### config.mk
export PLATFORM = sky130hd
export DESIGN_NAME = load_store_unit
export DESIGN_NICKNAME = d
export VERILOG_FILES = /design/src/rtl/lsu_pkg.sv /design/src/rtl/lsu_decode.sv /design/src/rtl/load_store_unit.sv
export SDC_FILE = /design/constraint.sdc
export NUM_CORES = 1
export LEC_CHECK = 0
export ABC_CLOCK_PERIOD_IN_PS = 4400
export CAP_MARGIN = 20
export CORE_MARGIN = 2
export CORE_UTILIZATION = 50
export CTS_BUF_LIST = sky130_fd_sc_hd__clkbuf_8 sky130_fd_sc_hd__clkbuf_16
export DETAILED_ROUTE_END_ITERATION = 10
export DONT_BUFFER_PORTS = 1
export SLEW_MARGIN = 20
export SYNTH_ARGS = -nofsm -noshare
export SYNTH_HDL_FRONTEND = slang
export SYNTH_SLANG_ARGS = --single-unit
### constraint.sdc
create_clock -name clk -period 4.4 [get_ports clk]
set_input_delay 0.44 -clock clk [delete_from_list [all_inputs] [get_ports clk]]
set_output_delay 0.44 -clock clk [all_outputs]
set_load 0.02 [all_outputs]
### src/rtl/lsu_pkg.sv
// Shared encodings for the load/store unit: op codes, memory select codes,
// FSM states and the default data-memory size.
package lsu_pkg;

  localparam int unsigned AddrLimitDefault = 256;

  typedef enum logic [2:0] {
    OpLw  = 3'b000,
    OpLh  = 3'b001,
    OpLhu = 3'b010,
    OpLb  = 3'b011,
    OpLbu = 3'b100,
    OpSw  = 3'b101,
    OpSh  = 3'b110,
    OpSb  = 3'b111
  } lsu_op_e;

  localparam logic [1:0] InNone = 2'b00;
  localparam logic [1:0] InWord = 2'b01;
  localparam logic [1:0] InHalf = 2'b10;
  localparam logic [1:0] InByte = 2'b11;

  localparam logic [2:0] OutLw   = 3'b000;
  localparam logic [2:0] OutLh   = 3'b001;
  localparam logic [2:0] OutLhu  = 3'b010;
  localparam logic [2:0] OutLb   = 3'b011;
  localparam logic [2:0] OutLbu  = 3'b100;
  localparam logic [2:0] OutHold = 3'b111;

  typedef enum logic [1:0] {
    StIdle,
    StAccess,
    StLoadResp
  } lsu_state_e;

  // Keeps only the bytes a store of the given size actually writes.
  function automatic logic [31:0] size_mask(input logic [2:0] size);
    case (size)
      3'd1:    size_mask = 32'h0000_00ff;
      3'd2:    size_mask = 32'h0000_ffff;
      default: size_mask = 32'hffff_ffff;
    endcase
  endfunction

endpackage

### src/rtl/lsu_decode.sv
// Combinational request decoder: access size, memory select codes and the
// misalignment / out-of-range fault flag.
module lsu_decode
  import lsu_pkg::*;
#(
  parameter int unsigned ADDR_LIMIT = AddrLimitDefault
) (
  input  logic [2:0]  op,
  input  logic [31:0] addr,
  output logic        is_store,
  output logic [2:0]  size,
  output logic [1:0]  inchoice,
  output logic [2:0]  outchoice,
  output logic        fault
);

  logic misaligned;
  logic out_of_range;

  always_comb begin
    is_store  = 1'b0;
    size      = 3'd4;
    inchoice  = InNone;
    outchoice = OutHold;
    unique case (lsu_op_e'(op))
      OpLw:  begin size = 3'd4; outchoice = OutLw;  end
      OpLh:  begin size = 3'd2; outchoice = OutLh;  end
      OpLhu: begin size = 3'd2; outchoice = OutLhu; end
      OpLb:  begin size = 3'd1; outchoice = OutLb;  end
      OpLbu: begin size = 3'd1; outchoice = OutLbu; end
      OpSw:  begin size = 3'd4; is_store = 1'b1; inchoice = InWord; end
      OpSh:  begin size = 3'd2; is_store = 1'b1; inchoice = InHalf; end
      OpSb:  begin size = 3'd1; is_store = 1'b1; inchoice = InByte; end
    endcase
  end

  assign misaligned   = ((size == 3'd4) && (addr[1:0] != 2'b00)) ||
                        ((size == 3'd2) && addr[0]);
  // 33-bit compare so a huge address cannot wrap past the limit.
  assign out_of_range = {1'b0, addr} > (33'(ADDR_LIMIT) - 33'(size));
  assign fault        = misaligned || out_of_range;

endmodule

### src/rtl/load_store_unit.sv
// Single-outstanding load/store unit: accepts one memory op, drives a
// registered-read data memory and returns a one-cycle completion pulse.
module load_store_unit
  import lsu_pkg::*;
#(
  parameter int unsigned ADDR_LIMIT = AddrLimitDefault
) (
  input  logic        clk,
  input  logic        rst_n,
  input  logic        req_valid,
  output logic        req_ready,
  input  logic [2:0]  req_op,
  input  logic [31:0] req_addr,
  input  logic [31:0] req_wdata,
  input  logic [4:0]  req_rd,
  input  logic        flush,
  output logic        resp_valid,
  output logic        resp_is_load,
  output logic [31:0] resp_rdata,
  output logic [4:0]  resp_rd,
  output logic        fault,
  output logic [31:0] fault_addr,
  output logic [1:0]  dmem_inchoice,
  output logic [2:0]  dmem_outchoice,
  output logic [31:0] dmem_addr,
  output logic [31:0] dmem_wdata,
  input  logic [31:0] dmem_rdata
);

  lsu_state_e state_q, state_d;

  logic        dec_is_store;
  logic [2:0]  dec_size;
  logic [1:0]  dec_inchoice;
  logic [2:0]  dec_outchoice;
  logic        dec_fault;

  logic        accept;
  logic        store_done;
  logic        load_done;

  logic [31:0] addr_q;
  logic [31:0] wdata_q;
  logic [4:0]  rd_q;
  logic        is_store_q;
  logic [1:0]  inchoice_q;
  logic [2:0]  outchoice_q;
  logic        resp_valid_q;
  logic        resp_is_load_q;
  logic [31:0] resp_rdata_q;
  logic [4:0]  resp_rd_q;
  logic        fault_q;
  logic [31:0] fault_addr_q;

  lsu_decode #(
    .ADDR_LIMIT(ADDR_LIMIT)
  ) u_decode (
    .op       (req_op),
    .addr     (req_addr),
    .is_store (dec_is_store),
    .size     (dec_size),
    .inchoice (dec_inchoice),
    .outchoice(dec_outchoice),
    .fault    (dec_fault)
  );

  assign accept     = req_valid && (state_q == StIdle);
  assign store_done = (state_q == StAccess) && is_store_q;
  assign load_done  = (state_q == StLoadResp) && !flush;

  always_ff @(posedge clk or negedge rst_n) begin
    if (!rst_n) begin
      state_q <= StIdle;
    end else begin
      state_q <= state_d;
    end
  end

  always_comb begin
    state_d = state_q;
    unique case (state_q)
      StIdle:     if (accept && !dec_fault) state_d = StAccess;
      // A store commits even under flush; a flushed load skips its response.
      StAccess:   state_d = (is_store_q || flush) ? StIdle : StLoadResp;
      StLoadResp: state_d = StIdle;
      default:    state_d = StIdle;
    endcase
  end

  always_comb begin
    req_ready      = 1'b0;
    dmem_inchoice  = InNone;
    dmem_outchoice = OutHold;
    unique case (state_q)
      StIdle:     req_ready = 1'b1;
      StAccess: begin
        dmem_inchoice  = inchoice_q;
        dmem_outchoice = outchoice_q;
      end
      StLoadResp: ;
      default:    ;
    endcase
  end

  always_ff @(posedge clk or negedge rst_n) begin
    if (!rst_n) begin
      addr_q         <= '0;
      wdata_q        <= '0;
      rd_q           <= '0;
      is_store_q     <= 1'b0;
      inchoice_q     <= InNone;
      outchoice_q    <= OutHold;
      resp_valid_q   <= 1'b0;
      resp_is_load_q <= 1'b0;
      resp_rdata_q   <= '0;
      resp_rd_q      <= '0;
      fault_q        <= 1'b0;
      fault_addr_q   <= '0;
    end else begin
      fault_q <= accept && dec_fault;
      if (accept && dec_fault) begin
        fault_addr_q <= req_addr;
      end
      if (accept && !dec_fault) begin
        addr_q      <= req_addr;
        wdata_q     <= req_wdata & size_mask(dec_size);
        rd_q        <= req_rd;
        is_store_q  <= dec_is_store;
        inchoice_q  <= dec_inchoice;
        outchoice_q <= dec_outchoice;
      end
      resp_valid_q   <= store_done || load_done;
      resp_is_load_q <= load_done;
      if (load_done) begin
        resp_rdata_q <= dmem_rdata;
        resp_rd_q    <= rd_q;
      end
    end
  end

  assign resp_valid   = resp_valid_q;
  assign resp_is_load = resp_is_load_q;
  assign resp_rdata   = resp_rdata_q;
  assign resp_rd      = resp_rd_q;
  assign fault        = fault_q;
  assign fault_addr   = fault_addr_q;
  assign dmem_addr    = addr_q;
  assign dmem_wdata   = wdata_q;

endmodule

* Word-level counts from Yosys, hierarchy flattened
Index checks and enable logic that the tools add are counted.
** Storage, ports and cells
- Bits in registers :: 149
- Bits of input ports :: 108
- Output and inout bits :: 142
- Word-level logic and storage cells :: 61
** Cells by class
- $add $sub $neg :: 1
- Magnitude comparators :: 1
- Equality and inequality tests :: 13
- Muxes and demuxes :: 12
- Bitwise logic cells :: 1
- Reduce and logical (&&, ||, !) cells :: 20
** Operators with widths (number)
- $pmux 32 s2 :: 1
- $gt 32x33->1 :: 1
- $and 32x32->32 :: 1
- $mux 32 :: 1
- $eq 3x3->1 const B :: 5
- $pmux 3 s5 :: 1
- $sub 9x3->10 const A :: 1
- $eq 3x2->1 const B :: 3
- $pmux 3 s3 :: 1
- $reduce_or 3->1 :: 3
- $logic_and 1x1->1 :: 7
- $eq 3x1->1 const B :: 2
- $mux 2 :: 3
- $pmux 2 s3 :: 1
- $logic_or 1x1->1 :: 4
- $pmux 2 s2 :: 1
- $logic_not 3->1 :: 1
- $mux 3 :: 1
- $eq 2x1->1 const B :: 1
- $eq 2x2->1 const B :: 1
- $logic_not 1->1 :: 2
- $logic_not 2->1 :: 1
- $mux 1 :: 2
- $ne 2x1->1 const B :: 1
- other kinds (2) :: 2

* Longest topological paths before layout
Gate-level depths: netlist (run 1).
- Depth in word-level cells :: 11
- Gate-level depth with buffers :: 17
- Mapped depth without buffers :: 14

* Cells and area by module
From an unflattened synthesis (run 1), not the netlist that was laid out.
** Unflattened totals
- Cells, all modules :: 526
- Area, all modules :: 6114.6 sq um
** By module, submodules not included
- load_store_unit :: times used 1, cells an instance 469, area each 5699.2 sq um, sequential area each 3732.3 sq um
- lsu_decode :: times used 1, cells an instance 57, area each 415.4 sq um, sequential area each 0.0 sq um

* Least setup slack after synthesis (run 1)
OpenSTA, ideal clock, no wires.
- Path type :: input to register
- Start :: input req_op[1]
- End :: register addr_q[22] (netlist: dmem_addr[22])
- Library setup time :: 119 ps
- Arrival time :: 3064 ps
- Path slack :: 1217 ps
- Cell stages on the path :: 16
- Cell sequence :: or3b_4 nand2_4 inv_2 ha_1 inv_1 ha_1 inv_1 ha_1 a32o_1 a31oi_1 a21oi_1 or3b_1 buf_2 buf_6 clkbuf_1 and2_1
** Between the ends
- Word-level cells in the longest chain between the ends :: 9
- Elaborated cells on any way between the ends :: 22
** Ends and longest elaborated chain
- start: declaration :: RTL line load_store_unit.sv:12 : input logic [2:0] req_op,
- $eq 3x2->1 (tied with other cells) :: RTL line lsu_decode.sv:25 : unique case (lsu_op_e'(op))
- $reduce_or 3->1 (no line) / $reduce_or 2->1 (equally long branches)
- $pmux 3 s3 (*) :: RTL line lsu_decode.sv:25
- parallel branches: the longest is 3 deep, another holds $gt 32x33->1
- $logic_or 1x1->1 (*) :: RTL line lsu_decode.sv:41 : assign fault = misaligned || out_of_range;
- $logic_not 1->1 (*) :: RTL line load_store_unit.sv:124 : if (accept && !dec_fault) begin
- $logic_and 1x1->1 (*) :: RTL line load_store_unit.sv:124
- end signal: assignment :: RTL line load_store_unit.sv:125 : addr_q <= req_addr;
- end: declaration :: RTL line load_store_unit.sv:42 : logic [31:0] addr_q;
Every way passes the cells marked *.
A chain may end at the register's enable or synchronous reset.

* Final worst setup path (run 1)
- Start :: input req_op[1]
- End :: register inchoice_q[0]
** Between the ends
- Word-level cells in the longest chain between the ends :: 9
- Elaborated cells on any way between the ends :: 23
** Ends and longest elaborated chain
- parallel branches: the longest is 9 deep, another holds $gt 32x33->1
- end signal: assignment :: RTL line load_store_unit.sv:111 : inchoice_q <= InNone;
- end signal: assignment :: RTL line load_store_unit.sv:129 : inchoice_q <= dec_inchoice;
- end: declaration :: RTL line load_store_unit.sv:46 : logic [1:0] inchoice_q;
Several ways; the timed one is not identified.

==> results of run 1 <==
==> sequential cells by signal (all words and copies together), names as in the netlist <==
| name | flops |
|---|---|
| resp_rd | 5 |
| dmem_addr | 32 |
| inchoice_q | 2 |
| dmem_wdata | 32 |
| outchoice_q | 3 |
| rd_q | 5 |
| resp_valid | 1 |
| fault_addr | 32 |
| resp_is_load | 1 |
| resp_rdata | 32 |
| state_q | 2 |
| is_store_q | 1 |
| fault | 1 |
==> critical path, stage by stage <==
cell and delay, ns:
or3b_4 0.40, nand2_4 0.10, inv_1 0.05, ha_1 0.17
ha_1 0.27, inv_1 0.04, ha_1 0.26, o21a_1 0.11
o31ai_1 0.07, a21o_1 0.15, a21oi_1 0.27, or3b_4 0.60
buf_4 0.37, mux2_1 0.34
==> cell families after synthesis <==
kind of cell             Yosys count
flip-flops                       149
multiplexers                     122
AND/OR/NAND/NOR                   81
buffers and inverters             48
AO/OA/AOI/OAI                     13
adder cells (fa/ha/maj)           13
==> metrics by stage <==
| step | cell area, um^2 | util [%] | power [W] | std cells |
|---|---|---|---|---|
| 2_1_floorplan | 6045 | - | 0.001560 | 426 |
| 3_3_place_gp | 6167 | 51.78 | 0.001584 | 560 |
| 3_5_place_dp | 6167 | 51.78 | 0.001588 | 560 |
| 4_1_cts | 6761 | 56.76 | 0.003001 | 593 |
| 5_1_grt | 6761 | 56.76 | 0.003088 | 593 |
| 6_report | 6761 | 56.76 | 0.002956 | 593 |
==> layout by cell type (no fill, tap or decap), types with 4 or more instances in the layout <==
cell type,netlist,final
nor4_1,4,4
mux2_4,6,6
mux2i_1,21,21
ha_1,13,13
inv_1,29,31
dfrtp_1,146,146
nor2b_1,11,11
clkbuf_16,0,17
nand2_1,22,22
buf_4,0,5
mux2_2,85,85
and2_1,27,27
nor2_1,4,4
mux2_1,10,10
clkinvlp_4,0,4
==> per-layer routing <==
metal	routed length [um]	global-route usage, %	up-vias
li1	-	-	1454
met1	4647	22.30	1603
met2	5605	28.53	146
met3	1258	9.245	13
met4	206	7.317	0
met5	0	0	-
==> cells in the mapped netlist, types with 2 or more instances <==
cell	n
dfrtp_1	146
mux2_2	85
inv_1	29
and2_1	27
nand2_1	22
mux2i_1	21
ha_1	13
nor2b_1	11
mux2_1	10
clkbuf_1	7
buf_6	6
mux2_4	6
buf_2	4
nor2_1	4
nor4_1	4
a21oi_1	3
dfstp_2	3
nand4_1	3
a21o_1	2
nor3b_1	2
o21ai_0	2
==> report_power, final <==
part	switching, W	internal (W)
sequential	0.0000602	0.00140
clock	0.000569	0.000799
combinational	0.0000724	0.0000556
total	0.000702	0.00225
==> path summary, 6_finish.rpt <==
path / from / end / slack [ns] / depth (start not counted)
max: req_op[1] / inchoice_q[0]$_DFFE_PN0P_ / 1.02 / 14
min: rst_n / fault_addr[27]$_DFFE_PN0P_ / 0.01 / 1
max reg2reg: state_q[0]$_DFFE_PN0P_ / inchoice_q[0]$_DFFE_PN0P_ / 1.90 / 5
min reg2reg: is_store_q$_DFFE_PN0P_ / state_q[1]$_DFFE_PN0P_ / 0.46 / 1
max in group asynchronous: rst_n / dmem_addr[8]$_DFFE_PN0P_ / 3.79 / 1
min in group clk: flush / state_q[1]$_DFFE_PN0P_ / 0.10 / 1
==> final cells by class <==
class	count	share of cell area [%]
sequential	149	55.20
multi-input combinational	229	31.07
clock buffer	18	6.495
tap	147	2.720
clock inverter	14	1.887
inverter	30	1.665
timing repair buffer	6	0.9623
==> reports/qor.log, run 1 <==
qor: clock_network.cts.sinks 149
qor: floorplan.fp.dieW 114.0 um
qor: clock_network.hold_buffers 1
qor: floorplan.design.portCount 250
qor: min_path.hold_path.class input pin to asynchronous set/reset pin
qor: setup_path.timing.critical_path.fanout_max 35
qor: timing.skew 0.008109 ns
qor: outcome.status finished, final reports clean
qor: grt.grt_overflow 0
qor: timing.timing.max_slew.rel_slack 50.70%
qor: timing.period_share 76.77%
qor: yosys.yosys.area_share.xor_xnor 0%
qor: yosys.seq_area_frac_synth 61.75%
qor: grt.grt_antenna_before_repair 0
qor: clock_network.htree_num_levels 4
qor: clock_network.cts-root-to-sink-buffers 2
qor: routing.post_drt_via_cell_ratio 5.423
qor: placement.place_worst_setup_slack 0.5869 ns
qor: job.timing.max_cap.violations 0
qor: yosys.netlist_area 6045 um^2
qor: routing.routed_wire_length_per_instance 19.76 um
qor: power.max-vdd-ir-drop 0.2176 mV
qor: timing.post-route-worst-setup-slack 1.022 ns
qor: power.power_density 437.2 nW/um^2
qor: yosys.area_contributors_post_synth dfrtp_1, mux2_2, mux2i_1
qor: cells_and_area.final_nets 554
qor: cells_and_area.antennaDiodeCount 0
qor: routing.route.detailed.drc 0
qor: grt.grt_start_max_net_pins 150
qor: timing.final.min_clock_period 3.378 ns
qor: timing.maxClockFrequency 296.0 MHz
qor: yosys.ffs_latches_synth 149
qor: power.leakage_power_summed_over_all_cells 3.548 nW
qor: clock_network.clkSlewWorstSetupHoldPaths 0.06 ns
qor: timing.timing.setup.tns 0 ns
qor: setup_path.crit_path_end_kind flop
qor: routing.antenna_violating_nets_post_route 0
qor: yosys.synth_simple_gate_area_share 7.659%
qor: clock_network.tritoncts yes
qor: clock_network.cts_resized 0
qor: placement.finalWeightedCongestion 0.7499
qor: yosys.ys.flop_type dfrtp_1
qor: yosys.synth_cells 426
qor: setup_path.crit_path_start_kind input pin
qor: floorplan.num_rows 40
qor: yosys.post-synth-top-area-cell dfrtp_1
qor: cells_and_area.final_layout_size_suffix_gt1_share 30.49%
qor: timing.rsz0062_at_grt false
qor: routing.detail_route.wirelength 11720 um
qor: clock_network.clkLatencyLatePin 0.40 ns
qor: cells_and_area.nFillCells 993
qor: setup_path.cp_data_arrival_time 3.66 ns
qor: yosys.area_share_of_fa_ha_maj_cells_after_synthesis 2.691%
qor: routing.dr.pass1.iters 4
qor: routing.drt-initial-drc-count 173
qor: clock_network.root_buffer clkbuf_16
qor: timing.hold-worst-slack 0.01497 ns
qor: placement.port-buffer-count 0
qor: cells_and_area.area_delta_synth_final 11.86%
qor: floorplan.die_y 114.0 um
qor: yosys.synth_async_sr_flop_share 100.0%
qor: clock_network.postCtsSetupRepairBufs 0
qor: yosys.synth_top_cell_area_share 60.44%
qor: yosys.synth_edf_count 0
qor: yosys.synthesis.nets 547
qor: yosys.avgSynthCellArea 14.19 um^2
qor: clock_network.cts_made_buffers 17
qor: cells_and_area.ff_latch_area 3732 um^2
qor: setup_path.crit_type input pin to flop
qor: grt.gr-usage-all-layers 18.51%
qor: floorplan.die-area 12980 um^2
qor: timing.hold_violations 0
qor: timing.timing.final.setup_violations 0
qor: timing.timing_max_transition_violations_final 0
qor: timing.tightest_slew 0.7395 ns
qor: routing.route.vias.total 3216
qor: floorplan.fp.coreArea 11910 um^2
qor: yosys.area_fraction_in_compound_gates_after_synthesis 1.428%
qor: yosys.synth_top_family_by_area multiplexers
qor: yosys.yosys_warnings 0
qor: yosys.synthDistinctLibCells 37
qor: floorplan.initial_core_util 50.75%
qor: placement.dp.final_hpwl 8232 um
qor: grt.via_count_of_the_first_global_routing_pass 3522
qor: setup_path.required 4.68 ns
qor: grt.grt_first_pass_wirelength 18490 um
qor: cells_and_area.multi_input_combinational_cell_area 2101 um^2
qor: yosys.muxShareOfSynthArea 22.67%
Note: power is estimated with default switching activity, not from simulation.
==> run 2, diff against run 1 <==
Settings changed: ABC_AREA set to 1, ABC_CLOCK_PERIOD_IN_PS 4400 to 3200.
Clock period 4.4 ns to 3.2 ns, I/O delays scaled along.
==> run 2 against run 1 <==
The flow now finishes with violations (negative hold slack). Clock skew fell by 0.0030 ns. Sequential power rose by 43%. Total power rose by 45%. Non-clock buffer count rose by 6. Die area rose by 6.8%. Sequential share of layout area fell by 3.3 points. Clock power rose by 45%. Global-route usage rose by 4.2 points. Register-to-register slack got worse by 0.74 ns. Synthesized cell count rose by 80%. Count of clock-buffer cells in the layout rose by 1. Final cell count rose by 58%. Critical endpoint is now fault_addr[4]$_DFFE_PN0P_. Largest cell class unchanged.
==> reports/qor.log, run 2 <==
qor: power.cell_internal_pwr 0.003278 W
qor: setup_path.delay_of_the_slowest_critical_path_stage 0.27 ns
qor: setup_path.cp_data_arrival_time 2.92 ns
qor: yosys.seq_area_frac_synth 57.70%
qor: setup_path.crit_path_start_kind input pin
qor: min_path.hold_path.class input pin to asynchronous set/reset pin
qor: placement.dp.final_hpwl 10380 um
qor: cells_and_area.core_occupancy_in_the_finished_layout 56.96%
qor: setup_path.worst-r2r-setup-slack 1.16 ns
qor: setup_path.cpMostUsedCell nand2_1
qor: yosys.ys.flop_type dfrtp_1
qor: clock_network.clkLatencyLatePin 0.42 ns
qor: grt.grt_overflow 0
qor: setup_path.r2r-end dmem_wdata[29]$_DFFE_PN0P_
qor: grt.gr-usage-all-layers 22.72%
qor: timing.period_share 80.21%
qor: setup_path.reg2reg_from state_q[0]$_DFFE_PN0P_
qor: cells_and_area.antennaDiodeCount 0
qor: placement.dpl.cell_count 906
qor: power.p_switching 0.001010 W
qor: setup_path.timing.critical_path.fanout_max 24
qor: timing.hold-worst-slack -0.4055 ns
qor: yosys.ffs_latches_synth 149
qor: routing.detail_route.wirelength 15110 um
qor: job.timing.max_cap.violations 0
qor: timing.timing.max_slew.rel_slack 64.11%
qor: grt.grt_antenna_before_repair 0
qor: yosys.avgSynthCellArea 8.423 um^2
qor: yosys.synth_common_cells nand2_1, dfrtp_1, nand4_1
qor: timing.hold_violations 149
qor: yosys.yosys.cell_count.top_type nand2_1
qor: cells_and_area.nFillCells 1165
qor: routing.drt-initial-drc-count 394
qor: cells_and_area.area_delta_synth_final 11.12%
qor: yosys.netlist_area 6469 um^2
qor: power.swShare 23.56%
qor: timing.skew 0.005080 ns
qor: yosys.synth_async_sr_flop_share 100.0%
qor: routing.met1Wirelength 6222 um
qor: routing.route.met3.wl 1252 um
qor: placement.port-buffer-count 0
qor: timing.timing_max_transition_violations_final 0
qor: outcome.status complete, but fails checks
qor: setup_path.crit_path_end_kind flop
qor: power.leakage_power_summed_over_all_cells 4.148 nW
qor: grt.grt_start_max_net_pins 150
qor: floorplan.design.portCount 250
qor: floorplan.die_y 117.7 um
qor: yosys.synth_cells 768
qor: clock_network.clkSlewWorstSetupHoldPaths 0.06 ns
qor: cells_and_area.most_frequent_standard_cell_in_the_layout_excluding_fill_and_tap_cells nand2_1
qor: clock_network.cts.sinks 149
qor: cells_and_area.final-instance-count-excl-fill 939
qor: setup_path.critical_path_cell_by_cell nand2_1 -> inv_1 -> nor3_1 -> inv_1 -> ha_1 -> ha_1 -> inv_1 -> ha_1 -> nand2_1 -> inv_1 -> o21bai_1 -> nand3_1 -> nand2_1 -> nand3_1 -> nand2_2 -> nand2_2 -> nand2_2 -> buf_12 -> nand2_1 -> nand2_1
qor: routing.route.detailed.drc 0
qor: floorplan.fp.coreArea 12620 um^2
qor: routing.dr.pass1.iters 4
qor: timing.rsz0062_at_grt false
qor: clock_network.hold_buffers 1
qor: yosys.synthesis.nets 889
qor: yosys.synth_edf_count 0
qor: routing.routed_wire_length_per_instance 16.10 um
qor: routing.wl_met2 7369 um
qor: grt.via_count_of_the_first_global_routing_pass 4724
qor: cells_and_area.final_layout_size_suffix_gt1_share 10.30%
qor: setup_path.depth_of_the_worst_register_to_register_path 6
qor: floorplan.fp.dieW 117.7 um
qor: clock_network.tritoncts yes
qor: floorplan.die-area 13860 um^2
qor: power.sequentialPowerShare 48.7%
qor: floorplan.num_rows 41
qor: power.max-vdd-ir-drop 0.3748 mV
qor: timing.tightest_slew 0.5364 ns
qor: timing.final.min_clock_period 2.567 ns
qor: yosys.post-synth-top-area-cell dfrtp_1
qor: routing.post_drt_via_cell_ratio 5.149
qor: power.post-layout-total-power 0.004288 W
qor: routing.route.vias.total 4835
qor: setup_path.slowest_stage ha_1
qor: floorplan.initial_core_util 51.26%
qor: yosys.synth_top_cell_area_share 56.48%
qor: clock_network.cts-root-to-sink-buffers 2
qor: routing.antenna_violating_nets_post_route 0
qor: placement.finalWeightedCongestion 0.8042
qor: power.share_comb_of_total_power 5.2%
qor: cells_and_area.final_nets 876
qor: timing.timing.final.setup_violations 0
qor: timing.timing.setup.tns 0 ns
qor: power.clock_power_share 46.1%
qor: grt.grt_first_pass_wirelength 24890 um
qor: setup_path.crit_type input pin to flop
qor: clock_network.root_buffer clkbuf_16
qor: clock_network.htree_num_levels 4
qor: routing.routed.top_layer met4
qor: yosys.synthDistinctLibCells 23
qor: yosys.area_contributors_post_synth dfrtp_1, nand2_1, nand4_1
qor: clock_network.cts_made_buffers 17
qor: power.power_density 596.6 nW/um^2
qor: outcome.failed_checks negative hold slack
qor: setup_path.required 3.55 ns
qor: cells_and_area.layout_common_cells nand2_1, dfrtp_1, inv_1, nand4_1, nand3_1
qor: yosys.yosys_warnings 0
qor: timing.maxClockFrequency 389.6 MHz
[run 2: cell types whose count changed after synthesis, sizes merged, moves of 5 or more]
cell / change
nand2: +322
mux2: -101
nand4: +51
inv: +47
nand3: +40
nor2: +28
and2: -27
mux2i: -21
clkbuf: +14
buf: +12
nor2b: -11
or2: +5
[run 2: worst max-delay path, delay by kind of cell]
family | cells | cell delay [ns]
and+or+nand+nor | 11 | 1.22
adders and majority gates | 3 | 0.77
AOI/OAI and AO/OA | 1 | 0.14
buffers and inverters | 5 | 0.48
[run 2: power by group through the flow]
stage	Clock, W	Combinational [W]	Sequential, W
floorplan	0	0.000177	0.00211
global route	0.00213	0.000262	0.00209
global placement	0	0.000212	0.00212
detailed placement	0	0.000220	0.00212
CTS	0.00202	0.000223	0.00209
finish	0.00198	0.000222	0.00209
[run 2: how the worst max path moves through the flow]
stage / from / to / slack [ns] / cells past startpoint
2_1_floorplan: req_op[0] / dmem_addr[0]$_DFFE_PN0P_ / 0.46 / 20
3_3_place_gp: req_op[0] / outchoice_q[1]$_DFFE_PN1P_ / 0.38 / 18
3_5_place_dp: req_op[0] / fault_addr[4]$_DFFE_PN0P_ / 0.27 / 20
4_1_cts: req_op[0] / fault_addr[4]$_DFFE_PN0P_ / 0.64 / 20
5_1_grt: req_op[0] / fault_addr[10]$_DFFE_PN0P_ / 0.39 / 20
6_report: req_op[0] / fault_addr[4]$_DFFE_PN0P_ / 0.63 / 20
[run 2: kinds of logic (layout without fill, tap and decap cells)]
family | Yosys count | count (layout) | synth area share (%)
AO/OA/AOI/OAI | 5 | 5 | 0.5995
adder cells (fa/ha/maj) | 13 | 13 | 2.515
buffers and inverters | 121 | 120 | 7.930
flip-flops | 149 | 149 | 57.70
AND/OR/NAND/NOR | 480 | 480 | 31.26
[run 2: stage by stage]
stage / hold slack (ns) / setup slack, ns / area, um^2
after floorplan: 0.02441 / 0.4574 / 6469
after global placement: 0.02729 / 0.3791 / 6573
after detailed placement: 0.02745 / 0.2654 / 6573
after CTS: -0.4207 / 0.6418 / 7173
after global routing: -0.4291 / 0.3852 / 7188
final: -0.4055 / 0.6332 / 7188
[run 2: final cells by class]
type / count / area, um^2 / area share, %
repair buffers: 12 / 125.1 / 1.741
multi-input cells: 498 / 2236 / 31.11
clock buffers: 19 / 452.9 / 6.301
flip-flops and latches: 149 / 3732 / 51.92
clock inverters: 12 / 137.6 / 1.915
inverters: 77 / 289.0 / 4.021
well taps: 172 / 215.2 / 2.994
[run 2: per-layer routing]
metal	up-vias	track usage, %
met5	-	0
met4	0	9.036
met3	21	7.946
met2	182	36.88
met1	2281	27.87
li1	2351	-
[run 2: what timing repair did]
action	CTS	global route
buffers inserted	0	0
endpoints found under the hold margin	150	149
resized for setup	0	0
==> run 3, diff against run 2 <==
Settings changed: ABC_CLOCK_PERIOD_IN_PS 3200 to 2400.
Clock period 3.2 ns to 2.4 ns, I/O delays scaled along.
==> run 3 against run 2 <==
The flow still finishes with violations (negative hold slack). Final cell count grew 10%. Critical path depth shrank 1. Wire length grew 10%. Combinational power grew 100%. Die area is the same. First-iteration DRC count grew 0.51%. Via count grew 11%. Largest cell class unchanged. Count of clock-buffer cells in the layout shrank 2. Largest power group unchanged. Register-to-register slack lost 0.51 ns.
==> reports/qor.log, run 3 (synthesis results as in run 2) <==
qor: cells_and_area.layout_common_cells nand2_1, dfrtp_1, dlygate4sd3_1, nand4_1, inv_1
qor: timing.final.min_clock_period 2.166 ns
qor: routing.drt-initial-drc-count 396
qor: timing.hold-worst-slack -0.4849 ns
qor: floorplan.initial_core_util 51.26%
qor: setup_path.critical_path_cell_by_cell nand2_4 -> inv_2 -> nor3_2 -> inv_2 -> ha_4 -> ha_4 -> inv_2 -> ha_4 -> nand2_1 -> inv_1 -> o21bai_1 -> nand3_1 -> nand2_1 -> nand3_1 -> nand2_2 -> nand3_2 -> buf_12 -> nand2_1 -> nand2_1
qor: routing.detail_route.wirelength 16640 um
qor: power.sequentialPowerShare 47.0%
qor: clock_network.hold_buffers 79
qor: setup_path.timing.critical_path.fanout_max 44
qor: timing.timing.setup.tns 0 ns
qor: timing.hold_violations 149
qor: setup_path.delay_of_the_slowest_critical_path_stage 0.25 ns
qor: grt.via_count_of_the_first_global_routing_pass 5358
qor: grt.grt_antenna_before_repair 0
qor: setup_path.crit_path_end_kind flop
qor: clock_network.clkLatencyLatePin 0.42 ns
qor: setup_path.slowest_stage ha_4
qor: routing.route.vias.total 5378
qor: routing.antenna_violating_nets_post_route 0
qor: placement.dp.final_hpwl 10830 um
qor: setup_path.depth_of_the_worst_register_to_register_path 8
qor: power.share_comb_of_total_power 7.6%
qor: setup_path.required 2.70 ns
qor: setup_path.r2r-end fault_addr[17]$_DFFE_PN0P_
qor: clock_network.cts.sinks 149
qor: cells_and_area.area_delta_synth_final 26.71%
qor: power.swShare 24.79%
qor: power.max-vdd-ir-drop 0.4618 mV
qor: grt.grt_start_max_net_pins 150
qor: cells_and_area.final_layout_size_suffix_gt1_share 12.89%
qor: timing.timing.max_slew.rel_slack 66.40%
qor: setup_path.crit_path_start_kind input pin
qor: clock_network.tritoncts yes
qor: grt.gr-usage-all-layers 24.76%
qor: floorplan.design.portCount 250
qor: timing.timing_max_transition_violations_final 0
qor: clock_network.htree_num_levels 4
qor: placement.port-buffer-count 0
qor: routing.dr.pass1.iters 4
qor: timing.skew 0.003494 ns
qor: clock_network.cts_made_buffers 17
qor: routing.routed_wire_length_per_instance 16.11 um
qor: timing.post-route-worst-setup-slack 0.2335 ns
qor: setup_path.worst-r2r-setup-slack 0.65 ns
qor: clock_network.cts_resized 0
qor: setup_path.crit_type input pin to flop
qor: min_path.hold_path.class input pin to asynchronous set/reset pin
qor: power.clock_power_share 45.4%
qor: routing.route.detailed.drc 0
qor: setup_path.cpMostUsedCell nand2_1
qor: job.timing.max_cap.violations 0
qor: cells_and_area.final_nets 969
qor: timing.timing.final.setup_violations 0
qor: setup_path.worstSetupStartpoint req_op[0]
qor: timing.tightest_slew 0.5021 ns
qor: placement.place_worst_setup_slack -0.1750 ns
qor: grt.grt_overflow 0
qor: outcome.failed_checks negative hold slack
qor: placement.finalWeightedCongestion 0.8153
qor: cells_and_area.core_occupancy_in_the_finished_layout 64.95%
qor: timing.period_share 90.27%
qor: routing.post_drt_via_cell_ratio 5.206
qor: clock_network.clkSlewWorstSetupHoldPaths 0.06 ns
qor: cells_and_area.antennaDiodeCount 0
qor: power.post-layout-total-power 0.005923 W
qor: floorplan.fp.coreArea 12620 um^2
qor: setup_path.reg2reg_from state_q[0]$_DFFE_PN0P_
qor: floorplan.die-area 13860 um^2
qor: setup_path.cp-endpoint dmem_wdata[5]$_DFFE_PN0P_
qor: power.cell_internal_pwr 0.004454 W
qor: clock_network.postCtsSetupRepairBufs 0
qor: timing.rsz0062_at_grt false
qor: floorplan.fp.dieW 117.7 um
qor: outcome.status complete, but fails checks
qor: cells_and_area.most_frequent_standard_cell_in_the_layout_excluding_fill_and_tap_cells nand2_1
qor: power.power_density 722.6 nW/um^2
qor: clock_network.cts-root-to-sink-buffers 2
qor: floorplan.num_rows 41
qor: clock_network.root_buffer clkbuf_16
qor: power.leakage_power_summed_over_all_cells 4.549 nW
qor: power.p_switching 0.001468 W
qor: floorplan.die_y 117.7 um
qor: grt.grt_first_pass_wirelength 27390 um
qor: setup_path.cp_data_arrival_time 2.47 ns
qor: timing.maxClockFrequency 461.6 MHz
-- run 3: worst max-delay path: cells and delay by family --
family,cells,cell delay [ns]
AND/OR/NAND/NOR,10,0.98
adder cells (fa/ha/maj),3,0.65
buffers and inverters,5,0.43
AO/OA/AOI/OAI,1,0.15
-- run 3: final cells by class --
cell class                 instances  area, um^2
inverter                          77       289.0
sequential                       149        3732
tap                              172       215.2
fill                            1052        4423
timing repair buffer             105        1049
clock buffer                      17       425.4
clock inverter                    15       180.2
multi-input combinational        498        2306
-- run 3: power by group through the flow --
stage	Combinational, W	Sequential [W]	Clock (W)
floorplan	0.000254	0.00281	0
global placement	0.000322	0.00283	0
detailed placement	0.000337	0.00283	0
CTS	0.000446	0.00278	0.00275
global route	0.000506	0.00279	0.00287
finish	0.000451	0.00278	0.00269
-- run 3: layer usage --
layer  vias up  track usage [%]  wire length (um)
met5         -                0                 0
met4         0            9.337               353
met3        33            7.994              1463
met2       223            40.41              8090
met1      2574            30.81              6736
li1       2548                -                 -
-- run 3: how the worst min path moves through the flow --
stage	start	endpoint	slack, ns
finish	rst_n	resp_rdata[20]$_DFFE_PN0P_	-0.48
global route	rst_n	resp_rdata[19]$_DFFE_PN0P_	-0.51
CTS	rst_n	resp_rdata[15]$_DFFE_PN0P_	-0.50
detailed placement	rst_n	resp_rdata[15]$_DFFE_PN0P_	-0.05
global placement	rst_n	resp_rdata[15]$_DFFE_PN0P_	-0.05
floorplan	rst_n	dmem_addr[0]$_DFFE_PN0P_	-0.06
-- run 3: per-stage QoR --
step	area (um^2)	std cells
floorplan	6543	768
global placement	6800	922
detailed placement	6800	922
CTS	8197	1033
global route	8197	1033
finish	8197	1033
